[config.mk]
export PLATFORM = sky130hd
export DESIGN_NAME = cci_mpf_prim_repl_victim_sel
export DESIGN_NICKNAME = d
export VERILOG_FILES = /design/src/rtl/cci_mpf_prim_repl_victim_sel.sv
export SDC_FILE = /design/constraint.sdc
export NUM_CORES = 1
export LEC_CHECK = 0
export BUFFER_PORTS_ARGS = -buffer_cell sky130_fd_sc_hd__buf_4
export CAP_MARGIN = 20
export CORE_ASPECT_RATIO = 0.5
export CORE_MARGIN = 1
export CORE_UTILIZATION = 52
export CTS_BUF_LIST = sky130_fd_sc_hd__clkbuf_8
export DETAILED_ROUTE_END_ITERATION = 12
export PLACE_DENSITY = 0.8
export SYNTH_ARGS = -nofsm -noshare
export SYNTH_HDL_FRONTEND = slang
export SYNTH_SLANG_ARGS = --single-unit
[constraint.sdc]
create_clock -name clk -period 2.4 [get_ports clk]
set_input_delay 0.12 -clock clk [delete_from_list [all_inputs] [get_ports clk]]
set_output_delay 0.12 -clock clk [all_outputs]
set_load 0.005 [all_outputs]
[src/rtl/cci_mpf_prim_repl_victim_sel.sv]
// Victim-way selector in front of the pseudo-LRU replacement table.
// Takes one fill request at a time, prefers an invalid way, otherwise asks
// the LRU table, hands the victim to the fill pipeline and then reports the
// fill back to the LRU as a reference.
module cci_mpf_prim_repl_victim_sel #(
  parameter int unsigned N_WAYS      = 4,
  parameter int unsigned N_ENTRIES   = 1024,
  parameter int unsigned RSP_TIMEOUT = 7,
  localparam int unsigned IDXW       = $clog2(N_ENTRIES),
  localparam int unsigned WAYW       = $clog2(N_WAYS)
) (
  input  logic              clk,
  input  logic              reset,

  input  logic              lruRdy,

  input  logic              reqEn,
  input  logic [IDXW-1:0]   reqIdx,
  input  logic [N_WAYS-1:0] reqValidWays,
  output logic              reqRdy,

  output logic              lookupEn,
  output logic [IDXW-1:0]   lookupIdx,
  input  logic              lookupRspRdy,
  input  logic [N_WAYS-1:0] lookupVecRsp,

  output logic              victimEn,
  output logic [IDXW-1:0]   victimIdx,
  output logic [N_WAYS-1:0] victimVec,
  output logic [WAYW-1:0]   victimWay,
  input  logic              victimDeq,

  output logic              refEn,
  output logic [IDXW-1:0]   refIdx,
  output logic [N_WAYS-1:0] refWayVec,

  output logic              errTimeout
);

  localparam int unsigned CNTW = (RSP_TIMEOUT < 1) ? 1 : $clog2(RSP_TIMEOUT + 1);
  localparam logic [CNTW-1:0] CNT_MAX = CNTW'(RSP_TIMEOUT);

  localparam logic [1:0] S_IDLE   = 2'd0;
  localparam logic [1:0] S_LOOKUP = 2'd1;
  localparam logic [1:0] S_WAIT   = 2'd2;
  localparam logic [1:0] S_HOLD   = 2'd3;

  // One-hot vector selecting the lowest-numbered invalid way.
  function automatic logic [N_WAYS-1:0] first_invalid(input logic [N_WAYS-1:0] valid);
    logic [N_WAYS-1:0] sel;
    logic              found;
    sel   = '0;
    found = 1'b0;
    for (int i = 0; i < N_WAYS; i++) begin
      if (!valid[i] && !found) begin
        sel[i] = 1'b1;
        found  = 1'b1;
      end
    end
    return sel;
  endfunction

  // Binary index of a one-hot way vector.
  function automatic logic [WAYW-1:0] way_encode(input logic [N_WAYS-1:0] vec);
    logic [WAYW-1:0] w;
    w = '0;
    for (int i = 0; i < N_WAYS; i++) begin
      if (vec[i]) begin
        w = w | WAYW'(i);
      end
    end
    return w;
  endfunction

  function automatic logic is_onehot(input logic [N_WAYS-1:0] vec);
    return (vec != '0) && ((vec & (vec - N_WAYS'(1))) == '0);
  endfunction

  logic [1:0]        state_q, state_d;
  logic [CNTW-1:0]   cnt_q, cnt_d;
  logic              lookup_en_q, lookup_en_d;
  logic [IDXW-1:0]   lookup_idx_q, lookup_idx_d;
  logic              victim_en_q, victim_en_d;
  logic [IDXW-1:0]   victim_idx_q, victim_idx_d;
  logic [N_WAYS-1:0] victim_vec_q, victim_vec_d;
  logic [WAYW-1:0]   victim_way_q, victim_way_d;
  logic              ref_en_q, ref_en_d;
  logic [IDXW-1:0]   ref_idx_q, ref_idx_d;
  logic [N_WAYS-1:0] ref_vec_q, ref_vec_d;
  logic              err_q, err_d;

  logic              req_accept_c;
  logic [CNTW-1:0]   cnt_inc_c;

  // Only combinational output: a new fill may enter when idle and the LRU is up.
  assign reqRdy       = lruRdy && (state_q == S_IDLE);
  assign req_accept_c = reqEn && reqRdy;
  assign cnt_inc_c    = (cnt_q == CNT_MAX) ? cnt_q : cnt_q + CNTW'(1);

  // FSM state register.
  always_ff @(posedge clk or posedge reset) begin
    if (reset) begin
      state_q <= S_IDLE;
    end else begin
      state_q <= state_d;
    end
  end

  // Next-state and next-output logic.
  always_comb begin
    state_d      = state_q;
    cnt_d        = cnt_q;
    lookup_en_d  = 1'b0;
    lookup_idx_d = lookup_idx_q;
    victim_en_d  = victim_en_q;
    victim_idx_d = victim_idx_q;
    victim_vec_d = victim_vec_q;
    victim_way_d = victim_way_q;
    ref_en_d     = 1'b0;
    ref_idx_d    = ref_idx_q;
    ref_vec_d    = ref_vec_q;
    err_d        = err_q;

    case (state_q)
      S_IDLE: begin
        if (req_accept_c) begin
          victim_idx_d = reqIdx;
          if (!(&reqValidWays)) begin
            // An empty way needs no LRU consultation.
            victim_vec_d = first_invalid(reqValidWays);
            victim_way_d = way_encode(first_invalid(reqValidWays));
            victim_en_d  = 1'b1;
            state_d      = S_HOLD;
          end else begin
            lookup_en_d  = 1'b1;
            lookup_idx_d = reqIdx;
            state_d      = S_LOOKUP;
          end
        end
      end

      S_LOOKUP: begin
        cnt_d   = '0;
        state_d = S_WAIT;
      end

      S_WAIT: begin
        cnt_d = cnt_inc_c;
        if (lookupRspRdy) begin
          if (is_onehot(lookupVecRsp)) begin
            victim_vec_d = lookupVecRsp;
            victim_way_d = way_encode(lookupVecRsp);
          end else begin
            // Malformed answer: fall back to way 0 and flag it.
            victim_vec_d = N_WAYS'(1);
            victim_way_d = '0;
            err_d        = 1'b1;
          end
          victim_en_d = 1'b1;
          state_d     = S_HOLD;
        end else if (cnt_inc_c == CNT_MAX) begin
          // LRU never answered: fall back to way 0 and flag it.
          victim_vec_d = N_WAYS'(1);
          victim_way_d = '0;
          err_d        = 1'b1;
          victim_en_d  = 1'b1;
          state_d      = S_HOLD;
        end
      end

      S_HOLD: begin
        if (victimDeq) begin
          victim_en_d = 1'b0;
          ref_en_d    = 1'b1;
          ref_idx_d   = victim_idx_q;
          ref_vec_d   = victim_vec_q;
          state_d     = S_IDLE;
        end
      end

      default: begin
        state_d = S_IDLE;
      end
    endcase
  end

  // Registered outputs and datapath.
  always_ff @(posedge clk or posedge reset) begin
    if (reset) begin
      cnt_q        <= '0;
      lookup_en_q  <= 1'b0;
      lookup_idx_q <= '0;
      victim_en_q  <= 1'b0;
      victim_idx_q <= '0;
      victim_vec_q <= '0;
      victim_way_q <= '0;
      ref_en_q     <= 1'b0;
      ref_idx_q    <= '0;
      ref_vec_q    <= '0;
      err_q        <= 1'b0;
    end else begin
      cnt_q        <= cnt_d;
      lookup_en_q  <= lookup_en_d;
      lookup_idx_q <= lookup_idx_d;
      victim_en_q  <= victim_en_d;
      victim_idx_q <= victim_idx_d;
      victim_vec_q <= victim_vec_d;
      victim_way_q <= victim_way_d;
      ref_en_q     <= ref_en_d;
      ref_idx_q    <= ref_idx_d;
      ref_vec_q    <= ref_vec_d;
      err_q        <= err_d;
    end
  end

  assign lookupEn   = lookup_en_q;
  assign lookupIdx  = lookup_idx_q;
  assign victimEn   = victim_en_q;
  assign victimIdx  = victim_idx_q;
  assign victimVec  = victim_vec_q;
  assign victimWay  = victim_way_q;
  assign refEn      = ref_en_q;
  assign refIdx     = ref_idx_q;
  assign refWayVec  = ref_vec_q;
  assign errTimeout = err_q;

endmodule
After elaboration in Yosys (flattened, before gate mapping) --
Index checks and enable logic that the tools add are counted. Widths: inputs -> output; s select.
Word-level totals: flip-flop bits (word level) 49, output and inout port bits 45, logic and storage cells 115
Operators by class: add/sub/neg operators 2, equal/unequal tests 10, multiplexer cells 63, bitwise operators 1, reductions and logical operators 27
Operator list (number):
- $mux 1 | 38
- $mux 2 | 14
- $mux 4 | 5
- $ne 2x2->1 const B | 4
- $pmux 2 s4 | 1
- $pmux 4 s2 | 1
- $reduce_and 4->1 | 2
- $eq 3x3->1 const B | 2
- $logic_and 1x1->1 | 6
- $logic_not 1->1 | 6
- $pmux 3 s2 | 1
- $reduce_and 3->1 | 2
- $reduce_and 6->1 | 1
- $reduce_bool 2->1 | 3
- $reduce_and 5->1 | 1
- $and 4x4->4 | 1
- $eq 2x2->1 const B | 2
- $logic_not 4->1 | 1
- $pmux 2 s2 | 1
- $reduce_and 2->1 | 2
- $reduce_bool 4->1 | 1
- $sub 4x1->4 const B | 1
- $add 3x1->3 const B | 1
- $mux 3 | 1
- other kinds (5) | 5

Depth between registers and ports, before layout --
Gate-level depths: netlist (run 1).
word-level depth 27, mapped depth 7, mapped depth without buffers 6

Worst setup path after synthesis (run 1) --
No wires, ideal clock.
path type register -> register, start point register cnt_q[0], end point register victim_vec_q[0], in the netlist victimVec[0], library setup time 125 ps, arrival time 1793 ps, slack 482 ps, stages on the path, launching flop included 6, buffers on the path 0, clock period less this slack 1918 ps, cell sequence dfrtp_1 -> ha_1 -> and4bb_1 -> nor4_4 -> a21oi_2 -> mux2_4
Between the ends: word-level cells in the longest chain between the ends 5, elaborated cells between the ends (all ways) 6, those cells by class add/sub: 1; eq/ne: 3; mux: 1; reduce/logical: 1
Ends and longest elaborated chain:
- start: declaration | RTL line 80 | logic [CNTW-1:0] cnt_q, cnt_d;
- start signal: assignment | RTL line 202 | cnt_q <= cnt_d;
- $add 3x1->3 or $eq 3x3->1 (tied branches) | RTL line 98 | assign cnt_inc_c = (cnt_q == CNT_MAX) ? cnt_q : cnt_q + CNTW'(1);
- $mux 3 (*) | RTL line 98
- $eq 3x3->1 (*) | RTL line 161 | end else if (cnt_inc_c == CNT_MAX) begin
- $ne 3x3->1 (no source line) (*)
- $reduce_and 4->1 (no source line) (*)
- end signal: assignment | RTL line 207 | victim_vec_q <= victim_vec_d;
- end: declaration | RTL line 85 | logic [N_WAYS-1:0] victim_vec_q, victim_vec_d;
Mark *: on every way between the ends. The rest lies on a longest branch, timed or not. A chain may end at the register's enable or synchronous reset.

Worst setup path after layout (run 1) --
start point register cnt_q[0], end point register victim_way_q[1], in the netlist victimWay[1]
Between the ends: word-level cells in the longest chain between the ends 5, elaborated cells between the ends (all ways) 6, those cells by class add/sub: 1; eq/ne: 3; mux: 1; reduce/logical: 1
Ends and longest elaborated chain:
- $add 3x1->3 or $eq 3x3->1 (tied branches) | RTL line 98
- $mux 3 (*) | RTL line 98
- $eq 3x3->1 (*) | RTL line 161
- $ne 3x3->1 (no source line) (*)
- $reduce_and 4->1 (no source line) (*)
- end signal: assignment | RTL line 208 | victim_way_q <= victim_way_d;
- end: declaration | RTL line 86 | logic [WAYW-1:0] victim_way_q, victim_way_d;
Marked as above.

==> results_dict.tcl, run 1 <==
set metrics [dict create \
    dieArea_mm2 0.004512 \
    total_power_mw 3.541 \
    cts_setup_buffers 0 \
    cts_tree "yes" \
    ys_seq_area_frac 0.5571 \
    critical_path_required_ns 2.60 \
    grt_pass1_vias 1601 \
    synth_seq_cells 49 \
    netlist_area_mm2 0.002201 \
    timing.final.crit_share 0.8728 \
    die_w_um 94.01 \
    grt_pass1_wl_um 7410 \
    setup_viol 0 \
    die_height_um 48 \
    ios 69 \
    io_buffers 68 \
    crit_fanout 7 \
    drt-initial-drc-count 43 \
    period_minus_slack_ns 2.095 \
    dp_hpwl_um 3525 \
    clock-skew-final_ns 0.003850 \
    diodes 0 \
    rows 16 \
    worst_slew_pin_slew_ns 0.4843 \
    grtUsageTotal 0.2264 \
    dr_total_vias 1626 \
    firstDrtPassIters 4 \
    root_buffer "clkbuf_8" \
    hold_viol 0 \
    antenna_found_initial 0 \
    gr-total-overflow 0 \
    rsz0062_at_grt "false" \
    clock-sinks 49 \
    drive_gt1_frac 0.4959 \
    netlist_instances 167 \
    cts_max_path_buffers 2 \
    arrival_ns 2.30 \
    postRouteAntennaNets 0 \
    cts_buffers 5 \
    fmax_mhz 477.4 \
    slew_violations 0 \
    place_congestion 0.8880 \
    syn_avg_cell_area_um2 13.18 \
    drt-vias-per-instance 5.456 \
    hold_class "input port to register" \
    synth_cell_types 40 \
    max-cap-violations 0 \
    p_leak_nw 1.461 \
    grt_max_degree 27 \
    drcViolationCount 0 \
    vdd_ir_drop_max_mv 0.7390 \
    insertion_delay_ns 0.31 \
    cts.clk_slew.worst_paths_ns 0.09 \
    run_status "finished clean" \
    wirelength_um 4785 \
    cp-end-kind "register" \
    fin_setup_tns_ns 0 \
    area_growth_pct 33.54 \
    fp.coreArea_mm2 0.003984 \
    start_util 0.5524 \
    power_density_mw_per_mm2 1205 \
    yosysWarningCount 0 \
    htree_levels 2 \
    synth_nets 197 \
    fin_nets 273 \
    start_kind "register" \
    slew_headroom 0.6771 \
    wl_per_cell_um 16.06 \
    critical_path_class "register to register" \
]
[synthesized netlist by cell type]
cell / instances / area, um2
a2bb2oi_1: 3 / 26.28
o32ai_1: 1 / 8.760
nor3b_1: 1 / 7.510
or3b_2: 1 / 8.760
o32a_1: 2 / 20.02
mux2i_1: 4 / 40.04
nor2b_1: 1 / 6.260
mux2_4: 2 / 30.03
and4bb_2: 1 / 12.51
nand4_1: 1 / 6.260
ha_1: 6 / 75.07
a2111oi_0: 1 / 8.760
mux2_2: 32 / 360.4
a21oi_1: 2 / 10.01
xor2_1: 1 / 8.760
nand3_1: 2 / 10.01
o22ai_1: 2 / 12.51
o21ba_2: 1 / 10.01
nor2_1: 4 / 15.01
inv_1: 12 / 45.04
a31oi_1: 2 / 12.51
nand2b_1: 3 / 18.77
o21a_1: 1 / 7.510
o21ai_0: 7 / 35.03
and4bb_1: 1 / 12.51
a21oi_2: 1 / 8.760
dfrtp_1: 49 / 1226
and3b_1: 1 / 8.760
and4_1: 2 / 17.52
nand2_1: 7 / 26.28
a222oi_1: 1 / 10.01
nor4_4: 1 / 21.27
nand3b_1: 2 / 15.01
o31a_1: 1 / 8.760
a211o_2: 1 / 10.01
and2_1: 1 / 6.260
o2bb2ai_1: 1 / 8.760
clkbuf_1: 2 / 7.510
a211oi_1: 1 / 7.510
buf_2: 2 / 10.01
[state kept, by name, summed over array words and instances, names as in the netlist]
register    cells
cnt_q           3
errTimeout      1
lookupEn        1
lookupIdx      10
refEn           1
refIdx         10
refWayVec       4
state_q         2
victimEn        1
victimIdx      10
victimVec       4
victimWay       2
[metrics by stage]
stage                     worst slack (ns)  utilization  hold slack, ns  cells  area [um2]
after detailed placement            0.3290       0.7007          0.1802    289        2791
after global routing                0.2439       0.7378         0.03515    298        2939
final                               0.3053       0.7378         0.04568    298        2939
after CTS                           0.3238       0.7378         0.03503    298        2939
after floorplan                     0.4817            -          0.2706    167        2201
after global placement              0.3870       0.7007          0.1806    289        2791
[final timing paths]
kind,from,endpoint,slack [ns],depth (start not counted)
worst max-delay path,cnt_q[0]$_DFFE_PP0P_,victimWay[1]$_DFFE_PP0P_,0.31,5
worst min-delay path,reqIdx[6],lookupIdx[6]$_DFFE_PP0P_,0.05,2
worst max register to register,cnt_q[0]$_DFFE_PP0P_,victimWay[1]$_DFFE_PP0P_,0.31,5
worst min register to register,refWayVec[2]$_DFFE_PP0P_,refWayVec[2]$_DFFE_PP0P_,0.50,2
max in group asynchronous,reset,refWayVec[0]$_DFFE_PP0P_,1.29,4
min in group asynchronous,reset,refIdx[7]$_DFFE_PP0P_,0.39,3
[layout by cell type (no fill, tap or decap), drive strengths merged, types with 2 or more instances in the layout]
master	Yosys	routed
nand3	2	2
inv	12	13
nand2b	3	3
ha	6	6
nor2	4	4
bufinv	0	2
a31oi	2	2
and4bb	2	2
a2bb2oi	3	3
o21ai	7	7
nand3b	2	2
mux2	34	34
dfrtp	49	49
o32a	2	2
and4	2	2
nand2	7	7
clkbuf	2	5
o22ai	2	2
buf	2	72
mux2i	4	4
a21oi	3	3
[cell type report]
| class | count | area, um2 |
|---|---|---|
| timing repair buffer | 73 | 550.5 |
| inverter | 12 | 45.04 |
| tap | 54 | 67.56 |
| clock buffer | 5 | 68.82 |
| fill | 271 | 1045 |
| clock inverter | 3 | 68.82 |
| multi-input combinational | 102 | 912.1 |
| sequential | 49 | 1226 |
[cells by family (layout without fill, tap and decap cells)]
family          after synthesis  after routing  synth area share
flops                        49             49            0.5571
mux                          38             38            0.1956
simple gates                 29             29           0.08756
compound gates               28             28           0.09324
buf+inv                      16             93           0.02843
fa+ha+maj                     6              6           0.03411
xor+xnor                      1              1          0.003980
[worst max-delay path, stage by stage (launching register included)]
cell	delay (ns)
dfrtp_1	0.46
ha_1	0.36
and4bb_1	0.24
nor4_4	0.40
a21oi_2	0.20
mux2_4	0.33
[where the power goes]
| part | internal (mW) | switching (mW) |
|---|---|---|
| combinational | 0.852 | 0.590 |
| clock | 0.419 | 0.292 |
| sequential | 1.16 | 0.225 |
| total | 2.43 | 1.11 |
[per-layer routing]
layer	GRT usage	share of wire	up-vias
li1	-	-	755
met1	0.2716	0.44	811
met2	0.4175	0.50	52
met3	0.04603	0.043	8
met4	0.1015	0.018	0
met5	0	0	-
[what timing repair did]
action / in CTS / in global routing
resized for setup: 0 / 0
hold buffers: 1 / 0
endpoints found under the hold margin: 23 / 0
(Power assumes the default switching activity.)
==> inputs of run 2 (changes only) <==
--- a/config.mk
+++ b/config.mk
@@ -13,6 +13,7 @@
 export CTS_BUF_LIST = sky130_fd_sc_hd__clkbuf_8
 export DETAILED_ROUTE_END_ITERATION = 12
 export PLACE_DENSITY = 0.8
+export RECOVER_POWER = 50
 export SYNTH_ARGS = -nofsm -noshare
 export SYNTH_HDL_FRONTEND = slang
 export SYNTH_SLANG_ARGS = --single-unit
==> run 2 against run 1 <==
Clock skew hardly changed. Count of clock-buffer cells in the layout stayed put. Total power is 1.7% lower. First-iteration DRC count is 51% higher. Setup slack better by 0.0082 ns. Die area stayed put.
==> results_dict.tcl, run 2 (synthesized netlist as in run 1, its figures left out) <==
set metrics [dict create \
    place_ws_ns 0.3290 \
    gr-total-overflow 0 \
    arrival_ns 2.29 \
    post_cts_resized 0 \
    drive_gt1_frac 0.4713 \
    fin_ws_ns 0.3134 \
    crit_slowest_cell "dfrtp_1" \
    setup_viol 0 \
    period_minus_slack_ns 2.087 \
    switchingPower_mw 1.098 \
    fmax_mhz 479.3 \
    dr_total_vias 1633 \
    hold_buffers 1 \
    slew_violations 0 \
    vdd_ir_drop_max_mv 0.7308 \
    min_from "reqIdx[6]" \
    critPathTopFamily "simple AND/OR/NAND/NOR gates" \
    root_buffer "clkbuf_8" \
    die_height_um 48 \
    drcViolationCount 0 \
    dieArea_mm2 0.004512 \
    power_frac_seq 0.397 \
    grtUsageTotal 0.2264 \
    cts_buffers 5 \
    io_buffers 68 \
    switching_share 0.3154 \
    diodes 0 \
    power_density_mw_per_mm2 1193 \
    crit_fanout 7 \
    postRouteAntennaNets 0 \
    fp.coreArea_mm2 0.003984 \
    run_status "finished clean" \
    worstPathCellList "ha_1 -> and4bb_1 -> nor4_4 -> a21oi_2 -> mux2_4" \
    cp-end-kind "register" \
    grt_pass1_wl_um 7410 \
    min_path_cells 2 \
    max-cap-violations 0 \
    clock-skew-final_ns 0.003730 \
    timing.final.crit_share 0.8694 \
    mostFrequentLayoutCell "dfrtp_1" \
    wl_per_cell_um 16.04 \
    firstDrtPassIters 4 \
    htree_levels 2 \
    rr_worst_depth 5 \
    drt-vias-per-instance 5.480 \
    critical_path_required_ns 2.60 \
    hold_end "lookupIdx[6]$_DFFE_PP0P_" \
    grt_pass1_vias 1601 \
    fin_setup_tns_ns 0 \
    wirelength_um 4781 \
    cts_setup_buffers 0 \
    start_util 0.5524 \
    power.share.clock 0.204 \
    grt_max_degree 27 \
    worst_slew_pin_slew_ns 0.9811 \
    p_leak_nw 1.429 \
    antenna_found_initial 0 \
    combinationalPowerShare 0.399 \
    worst-path-buf-inv 0 \
    intPower_mw 2.383 \
    cts_max_path_buffers 2 \
    place_congestion 0.8880 \
    hold_class "input port to register" \
    area_growth_pct 32.58 \
    r2r_end "victimWay[1]$_DFFE_PP0P_" \
    start_kind "register" \
    rsz0062_at_grt "false" \
    hold_viol 0 \
    fin_nets 273 \
    drt-initial-drc-count 65 \
    cts.clk_slew.worst_paths_ns 0.09 \
    critical_path_class "register to register" \
    dp_hpwl_um 3525 \
    fillers 277 \
    layout_common_cells "dfrtp_1 (49), clkbuf_4 (41), mux2_2 (32), buf_4 (25), inv_1 (12)" \
    clock-sinks 49 \
    timing.rr.start "cnt_q[0]$_DFFE_PP0P_" \
    ios 69 \
    slew_headroom 0.3460 \
    rows 16 \
    reg2reg_slack_ns 0.31 \
    cts_tree "yes" \
    insertion_delay_ns 0.31 \
    crit_start "cnt_q[0]$_DFFE_PP0P_" \
    critPathMaxStageDelay_ns 0.46 \
    die_w_um 94.01 \
]
-- run 2: cell types whose count changed in the layout (fill, tap and decap cells not counted), sizes merged --
cell    change
clkbuf     +46
buf        -46
-- run 2: layout make-up --
| cell class | instances | area (um2) | area share |
|---|---|---|---|
| clock buffers | 5 | 68.82 | 0.02358 |
| clock inverters | 3 | 68.82 | 0.02358 |
| inverters | 12 | 45.04 | 0.01544 |
| multi-input cells | 102 | 912.1 | 0.3126 |
| flip-flops and latches | 49 | 1226 | 0.4202 |
| well taps | 54 | 67.56 | 0.02316 |
| repair buffers | 73 | 529.3 | 0.1814 |
-- run 2: worst max path at each step --
stage	end	slack, ns	depth (start not counted)
6_report	victimWay[1]$_DFFE_PP0P_	0.31	5
5_1_grt	victimWay[1]$_DFFE_PP0P_	0.24	5
4_1_cts	victimWay[1]$_DFFE_PP0P_	0.32	5
3_5_place_dp	victimVec[0]$_DFFE_PP0P_	0.33	5
3_3_place_gp	victimVec[0]$_DFFE_PP0P_	0.39	5
2_1_floorplan	victimVec[0]$_DFFE_PP0P_	0.48	5
-- run 2: power by group through the flow --
stage / clock network, mW / logic [mW] / registers, mW
after floorplan: 0 / 0.748 / 1.38
after global placement: 0 / 1.39 / 1.37
after detailed placement: 0 / 1.45 / 1.40
after CTS: 0.725 / 1.45 / 1.39
after global routing: 0.751 / 1.54 / 1.43
final: 0.712 / 1.39 / 1.38
-- run 2: through the flow --
| step | area, um2 | power (mW) | util | hold slack [ns] | instances |
|---|---|---|---|---|---|
| finish | 2918 | 3.481 | 0.7324 | 0.04361 | 298 |
| global placement | 2791 | 2.755 | 0.7007 | 0.1806 | 289 |
| global route | 2918 | 3.717 | 0.7324 | 0.03515 | 298 |
| CTS | 2939 | 3.566 | 0.7378 | 0.03503 | 298 |
| floorplan | 2201 | 2.132 | - | 0.2706 | 167 |
| detailed placement | 2791 | 2.846 | 0.7007 | 0.1802 | 289 |
-- run 2: layer usage --
layer  up-vias  part of all wire  wire length (um)  global-route usage
met5         -                 0                 0                   0
met4         0             0.018                84              0.1015
met3         8             0.047               227             0.04603
met2        56              0.50              2377              0.4175
met1       816              0.44              2091              0.2716
li1        753                 -                 -                   -
-- run 2: worst reg2reg max path, stage by stage (launching register included) --
cell and delay (ns):
dfrtp_1 0.46, ha_1 0.35, and4bb_1 0.24, nor4_4 0.40
a21oi_2 0.20, mux2_4 0.33
